===== src/rtl/encoder_4x2.sv =====
// -----------------------------------------------------------------------------
// encoder_4x2
//   Priority encoder (i3 > i2 > i1 > i0) feeding a two-entry FIFO with a
//   valid/ready handshake on both sides. Each accepted word is encoded on the
//   accepting edge and the encoded entry waits in the FIFO until consumed.
//
//   Optional feature: define ENCODER_ONEHOT_CHECK_EN to flag words with two or
//   more request lines set (err=1 stored with the entry). Without the macro,
//   err is tied to 0 and the encoding is unchanged.
//
// Ports
//   clk        in   rising-edge clock
//   rst_n      in   asynchronous active-low reset
//   i3..i0     in   request lines, i3 highest priority
//   in_valid   in   i3..i0 carry a word to encode
//   in_ready   out  a word can be accepted this cycle (combinational from state)
//   s1, s0     out  encoded index of head entry (s1 MSB), 0 when out_valid=0
//   zero       out  head entry had no line set, 0 when out_valid=0
//   err        out  head entry had more than one line set, 0 when out_valid=0
//   out_valid  out  head entry presented on s1/s0/zero/err
//   out_ready  in   consumer takes the head entry this cycle
//   count      out  number of buffered entries (0..2)
// -----------------------------------------------------------------------------
module encoder_4x2 (
    input  logic       clk,
    input  logic       rst_n,
    input  logic       i3,
    input  logic       i2,
    input  logic       i1,
    input  logic       i0,
    input  logic       in_valid,
    output logic       in_ready,
    output logic       s1,
    output logic       s0,
    output logic       zero,
    output logic       err,
    output logic       out_valid,
    input  logic       out_ready,
    output logic [1:0] count
);

    typedef enum logic [1:0] {
        ST_EMPTY = 2'd0,
        ST_ONE   = 2'd1,
        ST_FULL  = 2'd2
    } state_t;

    // Entry layout: {idx[1:0], zero, err}
    function automatic logic [3:0] encode_entry(input logic [3:0] w);
        logic [1:0] idx;
        logic       is_zero;
        logic       multi;
        casez (w)
            4'b1???: idx = 2'd3;
            4'b01??: idx = 2'd2;
            4'b001?: idx = 2'd1;
            default: idx = 2'd0;
        endcase
        is_zero = (w == 4'b0000);
`ifdef ENCODER_ONEHOT_CHECK_EN
        // Clearing the lowest set bit leaves something only if >= 2 bits set.
        multi = ((w & (w - 4'd1)) != 4'b0000);
`else
        multi = 1'b0;
`endif
        return {idx, is_zero, multi};
    endfunction

    state_t     state_r;
    state_t     state_s;
    logic [3:0] head_r;
    logic [3:0] tail_r;
    logic [3:0] head_s;
    logic [3:0] tail_s;
    logic [3:0] new_entry_s;
    logic       push_s;
    logic       pop_s;
    logic [3:0] out_entry_r;
    logic       out_valid_r;
    logic [1:0] count_r;

    // Handshake qualifiers; in_ready is forced low while reset is asserted.
    always_comb begin
        in_ready    = rst_n && (state_r != ST_FULL);
        new_entry_s = encode_entry({i3, i2, i1, i0});
        push_s      = in_valid && in_ready;
        pop_s       = out_valid_r && out_ready;
    end

    // Next-state and FIFO slot update.
    always_comb begin
        state_s = state_r;
        head_s  = head_r;
        tail_s  = tail_r;
        case (state_r)
            ST_EMPTY: begin
                if (push_s) begin
                    head_s  = new_entry_s;
                    state_s = ST_ONE;
                end else begin
                    state_s = ST_EMPTY;
                end
            end
            ST_ONE: begin
                if (push_s && pop_s) begin
                    // Old head leaves, new word becomes head in the same edge.
                    head_s  = new_entry_s;
                    state_s = ST_ONE;
                end else if (push_s) begin
                    tail_s  = new_entry_s;
                    state_s = ST_FULL;
                end else if (pop_s) begin
                    state_s = ST_EMPTY;
                end else begin
                    state_s = ST_ONE;
                end
            end
            ST_FULL: begin
                if (pop_s) begin
                    head_s  = tail_r;
                    state_s = ST_ONE;
                end else begin
                    state_s = ST_FULL;
                end
            end
            default: begin
                state_s = ST_EMPTY;
            end
        endcase
    end

    // State, storage and registered output copies.
    always_ff @(posedge clk or negedge rst_n) begin
        if (!rst_n) begin
            state_r     <= ST_EMPTY;
            head_r      <= 4'b0000;
            tail_r      <= 4'b0000;
            out_entry_r <= 4'b0000;
            out_valid_r <= 1'b0;
            count_r     <= 2'd0;
        end else begin
            state_r     <= state_s;
            head_r      <= head_s;
            tail_r      <= tail_s;
            out_valid_r <= (state_s != ST_EMPTY);
            out_entry_r <= (state_s != ST_EMPTY) ? head_s : 4'b0000;
            case (state_s)
                ST_EMPTY: count_r <= 2'd0;
                ST_ONE:   count_r <= 2'd1;
                ST_FULL:  count_r <= 2'd2;
                default:  count_r <= 2'd0;
            endcase
        end
    end

    // Output port mapping.
    always_comb begin
        s1        = out_entry_r[3];
        s0        = out_entry_r[2];
        zero      = out_entry_r[1];
        err       = out_entry_r[0];
        out_valid = out_valid_r;
        count     = count_r;
    end

endmodule

===== config.mk =====
export PLATFORM = sky130hd
export DESIGN_NAME = encoder_4x2
export DESIGN_NICKNAME = d
export VERILOG_FILES = /design/src/rtl/encoder_4x2.sv
export SDC_FILE = /design/constraint.sdc
export NUM_CORES = 1
export LEC_CHECK = 0
export ABC_AREA = 1
export BUFFER_PORTS_ARGS = -buffer_cell sky130_fd_sc_hd__buf_4
export CAP_MARGIN = 30
export CORE_ASPECT_RATIO = 0.5
export CORE_MARGIN = 1.5
export CORE_UTILIZATION = 30
export CTS_CLUSTER_DIAMETER = 60
export DETAILED_ROUTE_END_ITERATION = 10
export GPL_ROUTABILITY_DRIVEN = 0
export HOLD_SLACK_MARGIN = 0.06
export PLACE_DENSITY = 0.52
export RECOVER_POWER = 25
export SKIP_LAST_GASP = 1
export SYNTH_ARGS = -nofsm -noshare
export SYNTH_HDL_FRONTEND = slang
export SYNTH_SLANG_ARGS = --single-unit

===== constraint.sdc =====
create_clock -name clk -period 1.5 [get_ports clk]
set_clock_uncertainty 0.2 [all_clocks]
set_input_delay 0.15 -clock clk [delete_from_list [all_inputs] [get_ports clk]]
set_output_delay 0.15 -clock clk [all_outputs]
set_load 0.005 [all_outputs]

== Yosys cells after proc, flatten, opt, wreduce, memory -nomap -nowiden ==
Cells that the tools add are included.
W data, S select, Z words.

* $add $sub $neg: 0
* $mul: 0
* Div/mod/pow operators: 0
* Order comparisons: 0
* Eq/ne operators: 7
* Shift operators: 0
* Muxes and demuxes: 13
* Bitwise operators: 1
* Reductions and logical operators: 8

{| class="wikitable"
|+ Operator list
! kind !! number
|-
| $mux W4 || 4
|-
| $pmux W2 S3 || 2
|-
| $pmux W4 S3 || 1
|-
| $eq A2 B1 Y1 const B || 3
|-
| $mux W2 || 3
|-
| $eq A2 B2 Y1 const B || 2
|-
| $logic_and A1 B1 Y1 || 4
|-
| $logic_not A4 Y1 || 1
|-
| $pmux W2 S2 || 1
|-
| $eq A3 B1 Y1 const B || 1
|-
| $reduce_and A3 Y1 || 1
|-
| $logic_not A2 Y1 || 1
|-
| $mux W1 || 2
|-
| $ne A2 B2 Y1 const B || 1
|-
| $reduce_bool A2 Y1 || 1
|-
| $not A1 Y1 || 1
|}

* Register bits after elaboration: 16
* Latch bits: 0
* Memory bits (writable): 0
* Bits in read-only memories: 0
* Input bits: 8
* Output and inout bits: 8
* Word-level logic and storage cells: 35
* Memories kept: 0

== Logic depth before layout (Yosys ltp) ==
* Depth after elaboration: 8
* Depth in mapped cells: 13
* Depth with buffers taken out: 13

== Least setup slack after synthesis ==
Ideal clock, no wire load.

* Path kind: register to register
* Start point: reg state_r[0]
* End point: reg out_entry_r[1]
* Library setup time: 123 ps
* Arrival: 1345 ps
* Required time: 1177 ps
* Path slack: -168 ps
* Cell stages (with the launch flop): 10
* Clock period less this slack: 1668 ps
* Cells stage by stage: dfrtp_1 > inv_2 > nand2_2 > nand3_1 > inv_1 > ha_1 > inv_1 > o211ai_2 > nor2_1 > a21oi_1

* Cells in the longest elaborated chain, start to end: 8
* Elaborated cells between the ends (all ways): 16
* Those cells by class: eq/ne (3); mux (8); reduce/logical (5)

{| class="wikitable"
|+ RTL lines
! element !! line !! RTL
|-
| start: declaration || 69 || <nowiki>state_t state_r;</nowiki>
|-
| start signal: assignment || 142 || <nowiki>state_r <= state_s;</nowiki>
|-
| $ne A2 B2 Y1 || 84 || <nowiki>in_ready = rst_n && (state_r != ST_FULL);</nowiki>
|-
| $logic_and A1 B1 Y1 || 84 ||
|-
| $logic_and A1 B1 Y1 || 86 || <nowiki>push_s = in_valid && in_ready;</nowiki>
|-
| $mux W2 / $logic_and A1 B1 Y1 (equally long branches) || 109, 105 ||
|-
| $mux W2 || 105 || <nowiki>if (push_s && pop_s) begin</nowiki>
|-
| $pmux W2 S3 * || 95 || <nowiki>case (state_r)</nowiki>
|-
| via state_s[0] || 70 || <nowiki>state_t state_s;</nowiki>
|-
| $reduce_bool A2 Y1 * || 146 || <nowiki>out_entry_r <= (state_s != ST_EMPTY) ? head_s : 4'b0000;</nowiki>
|-
| $mux W4 * || 146 ||
|-
| end signal: assignment || 146 ||
|-
| end: declaration || 78 || <nowiki>logic [3:0] out_entry_r;</nowiki>
|}

The timed path passes the listed nets; every way through them passes the cells marked *.
A chain may end at the register's enable or synchronous reset.

== Worst setup path after layout ==
* Start point: reg state_r[1]
* End point: reg out_entry_r[2]

* Elaborated cells between the ends (all ways): 16
* Those cells by class: eq/ne (3); mux (8); reduce/logical (5)

{| class="wikitable"
|+ RTL lines
! element !! line !! RTL
|-
| $ne A2 B2 Y1 || 84 ||
|-
| $logic_and A1 B1 Y1 || 84 ||
|-
| $logic_and A1 B1 Y1 || 86 ||
|-
| $logic_and A1 B1 Y1 || 105 ||
|-
| $mux W4 || 105 ||
|-
| $pmux W4 S3 * || 95 ||
|-
| via head_s[2] || 73 || <nowiki>logic [3:0] head_s;</nowiki>
|-
| $mux W4 * || 146 ||
|}

Marked as above.

==> flow_metrics.env <==
export IMPL_status="complete, but fails checks"
export IMPL_violations="setup timing"
export IMPL_dieWidth_um=76.6
export IMPL_setup_ws_ns=-0.116
export IMPL_syn_area_per_cell_um2=7.97
export IMPL_setup_viol=8
export IMPL_synth_top_area_share_pct=49.2
export IMPL_vdd_drop_max_v=0.000613
export IMPL_cp_end_kind="register"
export IMPL_cap_violations=0
export IMPL_max_slew_margin_pct=60.0
export IMPL_grtUsageTotal_pct=15.4
export IMPL_finalNonFillerCells=182
export IMPL_hold_path_end="head_r[3]"
export IMPL_hold_path_startpoint="i2"
export IMPL_fin_crit_ns=1.62
export IMPL_drtAntennaViolNets=0
export IMPL_finalInstanceArea_um2=1380
export IMPL_dr_wl_met3_um=135
export IMPL_cts_sinks=16
export IMPL_num_rows=13
export IMPL_wire_per_inst_um=11.6
export IMPL_period_share_pct=108
export IMPL_clock_latency_ns=0.26
export IMPL_grt_ovfl_total=0
export IMPL_numCtsBuffers=3
export IMPL_place_ws_ns=-0.142
export IMPL_startpoint_type="register"
export IMPL_ys_seq_elements=16
export IMPL_slew_viol_final=0
export IMPL_synth_fa_ha_area_share_pct=3.08
export IMPL_postPlaceCellArea_um2=1120
export IMPL_cp_required_ns=1.44
export IMPL_hold_viol_final=0
export IMPL_reg2reg_to="out_entry_r[2]"
export IMPL_cts_max_path_buffers=2
export IMPL_area_delta_synth_final_pct=69.7
export IMPL_p_per_area_nw_per_um2=1660
export IMPL_synth_xor_area_share_pct=0
export IMPL_top_layer="met3"
export IMPL_core_um2=2590
export IMPL_wirelength_um=2110
export IMPL_fin_tns_setup_ns=-0.499
export IMPL_r2r_setup_slack_ns=-0.12
export IMPL_dr_total_vias=806
export IMPL_first_iter_violations=28
export IMPL_routed_via_density=4.43
export IMPL_clkTransAtPathRegs_ns=0.08
export IMPL_route_met2_wl_um=942
export IMPL_synth_compound_area_share_pct=7.69
export IMPL_firstDrtPassIters=4
export IMPL_synth_area_leaders="dfrtp_1, nand2_1, inv_1"
export IMPL_synthSimpleGateAreaFrac_pct=31.2
export IMPL_critical_path_arrival_ns=1.56
export IMPL_dpl_hpwl_um=1520
export IMPL_critPathKind="register to register"
export IMPL_nets=156
export IMPL_path_max_fanout=3
export IMPL_synth_top_area_cell="dfrtp_1"
export IMPL_place_inst=168
export IMPL_cts_tree="built"
export IMPL_final_util_pct=53.4
export IMPL_yosysSeqAreaShare_pct=49.2
export IMPL_fmax_mhz=619
export IMPL_hold_depth=5
export IMPL_first_global_vias=705
export IMPL_synth_nets=112
export IMPL_grt_first_pass_wirelength_um=3350
export IMPL_p_leak_uw=0.000715
export IMPL_grt_antenna_before_repair=0
export IMPL_r2r_start="state_r[1]"
export IMPL_drc=0
export IMPL_clockRootBuffer="clkbuf_8"
export IMPL_holdCritPathClass="input port to register"
export IMPL_cts_max_level=1
export IMPL_synthCells=102
export IMPL_synth_area_mux_share_pct=0
export IMPL_worst_pin_slew_ns=0.599
export IMPL_grt_setup_unrepaired="true"
export IMPL_start_util_pct=31.4
export IMPL_diodes=0
export IMPL_die_y_um=39.8
export IMPL_reg2reg_depth=11
export IMPL_wl_met1_um=1030
export IMPL_synth_top_family_by_area="simple AND/OR/NAND/NOR gates"
export IMPL_grt_max_degree=12
export IMPL_port_buffers=15
export IMPL_synth_area_um2=813
export IMPL_yosysUniqueCellTypes=18
export IMPL_num_io_pins=16
export IMPL_ys_warn_count=0
export IMPL_drive_above_1_share_pct=49.7
export IMPL_dieArea_um2=3050
-- sequential cells by signal, summed over array words and instances (netlist names) --
name / flops
tail_r: 3
count: 2
out_entry_r: 4
out_valid: 1
head_r: 4
state_r: 2
-- metal layers --
metal / vias up / track usage [%]
met4: 0 / 4.17
met2: 24 / 24.8
met3: 0 / 4.88
li1: 403 / -
met1: 379 / 20.2
met5: - / 0
-- through the flow --
stage | hold slack [ns] | total power (uW)
2_1_floorplan | -0.346 | 1190
3_3_place_gp | -0.0998 | 1610
3_5_place_dp | -0.102 | 1610
4_1_cts | 0.102 | 2170
5_1_grt | 0.138 | 2450
6_report | 0.106 | 2290
-- worst max-delay path, stage by stage (launching register included) --
cell	delay, ns
dfrtp_2	0.42
nand2_4	0.08
nand3_4	0.07
inv_4	0.08
ha_4	0.14
inv_2	0.04
nand2_2	0.09
nor2_1	0.05
nor2_1	0.13
nand3_2	0.10
nand2_1	0.07
inv_1	0.04
-- power breakdown --
group	leakage (uW)	internal, uW	switching, uW
combinational	0.000477	592	648
sequential	0.000209	572	84.1
clock	0.0000288	233	162
total	0.000715	1400	894
-- timing repair --
action,4_1_cts,5_1_grt
setup buffers,4,0
setup endpoints to repair,15,17
resized for setup,8,23
pin swaps,5,8
hold buffers,6,0
endpoints found under the hold margin,19,0
-- final cells by class --
cell class | instances | area [um2]
Multi-Input combinational cell | 67 | 479
Timing Repair Buffer | 39 | 312
Sequential cell | 16 | 402
Tap cell | 37 | 46.3
Clock buffer | 4 | 55.1
Fill cell | 242 | 1210
Inverter | 19 | 86.3
-- how the worst max path moves through the flow --
stage / end / depth (start not counted) / slack, ns / from
final: out_entry_r[2] / 11 / -0.12 / state_r[1]
after global routing: out_entry_r[1] / 9 / -0.17 / state_r[0]
after CTS: out_entry_r[1] / 9 / -0.12 / state_r[0]
after detailed placement: out_entry_r[1] / 9 / -0.14 / state_r[0]
after global placement: out_entry_r[1] / 9 / -0.13 / state_r[0]
after floorplan: out_entry_r[1] / 9 / -0.11 / state_r[0]
-- Yosys cell counts (all sizes together) --
master and count:
o211ai 1, nand4 2, nand3 9, nor2 19, nand2 25, o21ai 5, ha 2, inv 19
and2 1, o2111ai 1, a21oi 2, dfrtp 16
-- kinds of logic (layout without fill, tap and decap cells) --
group | Yosys count | in the layout
and+or+nand+nor | 56 | 56
buffers and inverters | 19 | 62
DFF | 16 | 16
AOI/OAI and AO/OA | 9 | 9
adders and majority gates | 2 | 2
-- placed cells by master, fill, tap and decap left out --
| cell | count |
|---|---|
| clkbuf_1 | 1 |
| dlygate4sd3_1 | 6 |
| o21ai_2 | 2 |
| o2111ai_4 | 1 |
| nand2_4 | 4 |
| inv_8 | 1 |
| dfrtp_1 | 15 |
| o21ai_1 | 3 |
| nand3_2 | 2 |
| buf_6 | 2 |
| nand2_2 | 5 |
| dfrtp_2 | 1 |
| ha_4 | 2 |
| inv_1 | 10 |
| inv_4 | 3 |
| o211ai_4 | 1 |
| nand3_4 | 2 |
| buf_4 | 30 |
| a21oi_1 | 2 |
| nor2_1 | 12 |
| clkbuf_8 | 4 |
| nand3_1 | 5 |
| nor2_4 | 3 |
| nand2_1 | 16 |
| inv_2 | 5 |
| nand4_1 | 2 |
| nor2_2 | 4 |
| and2_1 | 1 |
(Power assumes the default switching activity.)
